`config.mk`:
```
export PLATFORM = sky130hd
export DESIGN_NAME = bus_mux_driver
export DESIGN_NICKNAME = d
export VERILOG_FILES = /design/src/rtl/bus_mux_driver.sv
export SDC_FILE = /design/constraint.sdc
export NUM_CORES = 1
export LEC_CHECK = 0
export CORE_AREA = 4 4 325 327
export DETAILED_ROUTE_END_ITERATION = 10
export DIE_AREA = 0 0 329 331
export PLACE_DENSITY = 0.36
export SYNTH_ARGS = -nofsm -noshare
export SYNTH_HDL_FRONTEND = slang
export SYNTH_SLANG_ARGS = --single-unit
export TNS_END_PERCENT = 10
```
`constraint.sdc`:
```
create_clock -name clk -period 2.4 [get_ports clk]
set_input_delay 0.36 -clock clk [delete_from_list [all_inputs] [get_ports clk]]
set_output_delay 0.36 -clock clk [all_outputs]
set_load 0.01 [all_outputs]
```
`src/rtl/bus_mux_driver.sv`:
```
// bus_mux_driver: source side of the shared datapath bus.
//
// Resolves the per-source out-enables with a fixed priority (lowest index wins) and
// registers the winning source value onto BusMuxOut. When no source is enabled, the
// bus-keeper holds the last value. Multiple simultaneous enables are flagged as a
// sticky conflict and counted with a saturating counter.
//
// Ports:
//   clk          rising-edge clock
//   clr          asynchronous active-high reset, clears every output
//   src_out      per-source out-enable, bit i requests source i
//   src_data     flattened source values, source i at [i*WIDTH +: WIDTH]
//   err_clr      synchronous clear of conflict / conflict_cnt
//   BusMuxOut    registered bus value
//   bus_sel      registered index of the source that drove the last transfer
//   bus_valid    high for one cycle after a cycle with any enable set
//   conflict     sticky flag, two or more enables seen in one cycle
//   conflict_cnt saturating count of conflict cycles

module bus_mux_driver #(
    parameter int unsigned WIDTH = 32,
    parameter int unsigned NSRC  = 24,
    parameter int unsigned SELW  = 5,
    parameter int unsigned CNTW  = 8
) (
    input  logic                  clk,
    input  logic                  clr,
    input  logic [NSRC-1:0]       src_out,
    input  logic [NSRC*WIDTH-1:0] src_data,
    input  logic                  err_clr,
    output logic [WIDTH-1:0]      BusMuxOut,
    output logic [SELW-1:0]       bus_sel,
    output logic                  bus_valid,
    output logic                  conflict,
    output logic [CNTW-1:0]       conflict_cnt
);

    logic [WIDTH-1:0] bus_q, bus_d;
    logic [SELW-1:0]  sel_q, sel_d;
    logic             valid_q, valid_d;
    logic             conflict_q, conflict_d;
    logic [CNTW-1:0]  cnt_q, cnt_d;

    logic [SELW-1:0]  win_sel;
    logic [WIDTH-1:0] win_data;
    logic             any_req;
    logic             multi_req;

    // Priority encoder: scan from the top down so the lowest set index is written last.
    always_comb begin
        win_sel  = '0;
        win_data = '0;
        for (int i = NSRC - 1; i >= 0; i--) begin
            if (src_out[i]) begin
                win_sel  = SELW'(i);
                win_data = src_data[i*WIDTH +: WIDTH];
            end
        end
    end

    assign any_req   = |src_out;
    // Clearing the lowest set bit leaves something only if two or more bits were set.
    assign multi_req = |(src_out & (src_out - 1'b1));

    always_comb begin
        bus_d      = bus_q;
        sel_d      = sel_q;
        valid_d    = any_req;
        conflict_d = conflict_q;
        cnt_d      = cnt_q;

        if (any_req) begin
            bus_d = win_data;
            sel_d = win_sel;
        end

        if (err_clr) begin
            // A conflict coincident with the clear is recorded as the first new event.
            conflict_d = multi_req;
            cnt_d      = multi_req ? CNTW'(1) : '0;
        end else if (multi_req) begin
            conflict_d = 1'b1;
            if (cnt_q != {CNTW{1'b1}}) begin
                cnt_d = cnt_q + 1'b1;
            end
        end
    end

    always_ff @(posedge clk or posedge clr) begin
        if (clr) begin
            bus_q      <= '0;
            sel_q      <= '0;
            valid_q    <= 1'b0;
            conflict_q <= 1'b0;
            cnt_q      <= '0;
        end else begin
            bus_q      <= bus_d;
            sel_q      <= sel_d;
            valid_q    <= valid_d;
            conflict_q <= conflict_d;
            cnt_q      <= cnt_d;
        end
    end

    assign BusMuxOut    = bus_q;
    assign bus_sel      = sel_q;
    assign bus_valid    = valid_q;
    assign conflict     = conflict_q;
    assign conflict_cnt = cnt_q;

endmodule

```
==> metrics <==
share of layout cells above drive strength 1 0.1836; unrepaired setup endpoints after global routing true; worst r2r path cells 6; placed insts around 3600; Layout Cells excl Fill approximately 3600; Setup violations, final 2; Period Utilization, post-route 1.004; Root Driver clkbuf_16; Via Count about 16000; Slew Limit Fails 0; final hold viol count 0; total CTS buffers 5; die width 329 um; simple-gate share of the synthesized area 0.2662; hold_buf cts 0; Clock Skews about 0.0019 ns; Routed Antenna Nets 0; FFs w/ async S/R, synth 1.000; first-pass GRT wire length about 150000 um; kind of critical path in2reg; final worst slack -0.009298 ns; failing checks setup timing; r2r startpoint conflict_cnt[3]; Post-Synth XOR/XNOR Area 0.0009804; initial antenna violation count 38; top sig layer met5; final WL ~120000 um; H-tree levels 2; RR Endpoint conflict_cnt[4]; mux share of post-synthesis cell area 0.002521; number of global-route vias before repair 17330; Top FF cell, synth dfrtp_1; pwr/cell area between 200 and 300 mW/mm^2; initial core utilization 0.08681; routed vias/inst between 4 and 5; full die area 0.1089 sq mm; Clk pin slew, worst setup/hold paths 0.09 ns; Startpoint Class primary input; HPWL after DPL between 100000 and 150000 um; CP arrival ~2.6 ns; max_cap viols 0; headroom to the max-slew limit 0.4850; routed length per instance between 30 and 40 um; status finished, violations left; fmax ~420 MHz; CTS Sinks between 40 and 50; dpl ws -1.107 ns; setup TNS -0.01116 ns; # rows 118; leakage power about 7.2 nW; Post-Syn Instances 1277; port bufs between 800 and 900; post-synthesis cell type count 46; Worst-Skew Late Latency 0.33 ns; peak supply drop roughly 0.26 mV; M1 wire length roughly 44000 um; Yosys warning count 0; grt total ovfl 0; Reg2Reg Setup Slack around 0.6 ns; Synth Register Bits 47; Synth Area in Compound Gates 0.5237; Power Total between 0.005 and 0.006 W; Ports roughly 840; Synth Area in Adders 0.002521; syn nets just over 2000; maximum fanout along the worst path 4; Worst Path Required 2.62 ns; Initial DRC Count roughly 1100; CTS max path bufs 2; length of routed met2 wiring just over 60000 um; core area just over 0.1 sq mm; post-synthesis sequential area ratio 0.1317; DRC viols 0; Pre-antenna DRT Iters 5; Post-synth EDFFs 0; largest family of logic cells by synthesized area compound AO/OA/AOI/OAI gates; RD Place Congestion 0.8859; nets a little over 3000; worst hold path type in2async; CTS tree built; worst slew pin tran slightly below 0.8 ns; DR WL met3 7993 um; average cell area after synthesis 6.996 sq um; area grow syn2layout 144.0%; DIE HEIGHT about 330 um; min Tclk post-route 2.409 ns; Syn Std Cell Area roughly 0.0089 sq mm; endpoint class of the critical path flop; All-Layer GR Usage 0.2024; largest net degree at the start of global routing 43
## registers in the layout, summed over array words and instances (netlist names)
| register | cells |
|---|---|
| conflict_cnt | 8 |
| conflict | 1 |
| bus_valid | 1 |
| bus_sel | 5 |
| BusMuxOut | 32 |
## stage by stage
step	util	instance area, sq um	hold slack [ns]
after global routing	0.2116	21770	0.3712
after detailed placement	0.2004	20620	0.4754
after floorplan	-	8934	0.5076
final	0.2118	21790	0.3619
after CTS	0.2067	21280	0.3455
after global placement	0.2003	20610	0.4705
## cell usage after synthesis (2+ instances only)
library cell / number / share of area
inv_1: 10 / 0.0042
o21ai_0: 70 / 0.039
nand3_1: 2 / 0.0011
and3_1: 2 / 0.0014
o31a_1: 33 / 0.032
dfrtp_1: 47 / 0.13
a221oi_1: 161 / 0.16
or2_1: 2 / 0.0014
a2111oi_0: 33 / 0.032
nor3_1: 41 / 0.023
o21ai_1: 5 / 0.0028
o221ai_1: 32 / 0.031
nand4_1: 38 / 0.027
nand2_1: 111 / 0.047
o21bai_1: 2 / 0.0017
a21oi_1: 107 / 0.060
nor4_1: 3 / 0.0021
a221o_1: 32 / 0.036
nor4_2: 2 / 0.0028
o32ai_1: 2 / 0.0020
o31ai_1: 38 / 0.032
buf_1: 6 / 0.0025
nor2b_1: 200 / 0.14
a31oi_1: 3 / 0.0021
mux2_1: 2 / 0.0025
or2_2: 2 / 0.0014
clkbuf_1: 154 / 0.065
nor2_1: 19 / 0.0080
nor4_4: 2 / 0.0048
o211ai_1: 65 / 0.055
o311ai_0: 32 / 0.031
or4_1: 2 / 0.0017
or3_1: 4 / 0.0028
## metal layers
layer	vias to the layer above	track usage
li1	7131	-
met5	-	0
met3	135	0.04130
met1	8160	0.2252
met4	18	0.05403
met2	847	0.3882
## cell families (layout without fill, tap and decap cells)
group                      count (synthesis)  count (layout)
AOI/OAI and AO/OA                        621             621
and+or+nand+nor                          432             433
buffers and inverters                    172            1132
DFF                                       47              47
adders and majority gates                  2               2
muxes                                      2               2
xor gates and xnor gates                   1               1
other                                      0              15
## final cells by class
type / count / area, sq um
clock buffers: 5 / 125.1
inverters: 11 / 45.04
fillers: 11530 / 81110
diodes: 15 / 37.54
flip-flops and latches: 47 / 1176
multi-input cells: 1059 / 7894
repair buffers: 1113 / 10770
well taps: 1380 / 1727
clock inverters: 3 / 18.77
## power by group
part           switching (W)  internal [W]
Combinational        0.00176       0.00203
Clock               0.000465      0.000392
Sequential         0.0000641      0.000853
## cell usage in the layout (no fill, tap or decap), types with 17 or more instances in the layout
cell type and instances:
o221ai_1 30, a21oi_1 95, o311ai_0 29, nor3_1 26
o31ai_1 34, nor2_1 17, o31a_1 33, nand2_1 109
buf_4 241, o211ai_1 65, a221o_1 32, nor2b_1 192
clkdlybuf4s50_1 817, a2111oi_2 19, buf_12 26, nand4_1 38
o21ai_0 67, dfrtp_1 47, a221oi_1 148
## how the worst max path moves through the flow
stage | startpoint | to | slack (ns)
detailed placement | src_out[8] | BusMuxOut[11] | -1.11
CTS | src_out[5] | conflict_cnt[6] | -0.09
floorplan | src_out[10] | conflict_cnt[3] | 0.003
global route | src_out[16] | conflict_cnt[6] | -0.09
global placement | src_out[8] | BusMuxOut[11] | -1.08
finish | src_out[16] | conflict_cnt[4] | -0.009
## timing repair
item / in CTS / in global routing
setup endpoints to repair: 42 / 42
buffers inserted: 10 / 10
pin swaps: 24 / 30
gates cloned: 1 / 3
gates resized for setup: 108 / 67
## critical path, stage by stage
cell and delay [ns]:
buf_8 0.10, or4_4 0.55, o31a_1 0.35, a2111oi_4 0.31, o2111ai_2 0.19, buf_6 0.17
nor3_4 0.20, nor3_2 0.08, mux2_1 0.31
No activity file was read; power rests on OpenSTA's default activity.
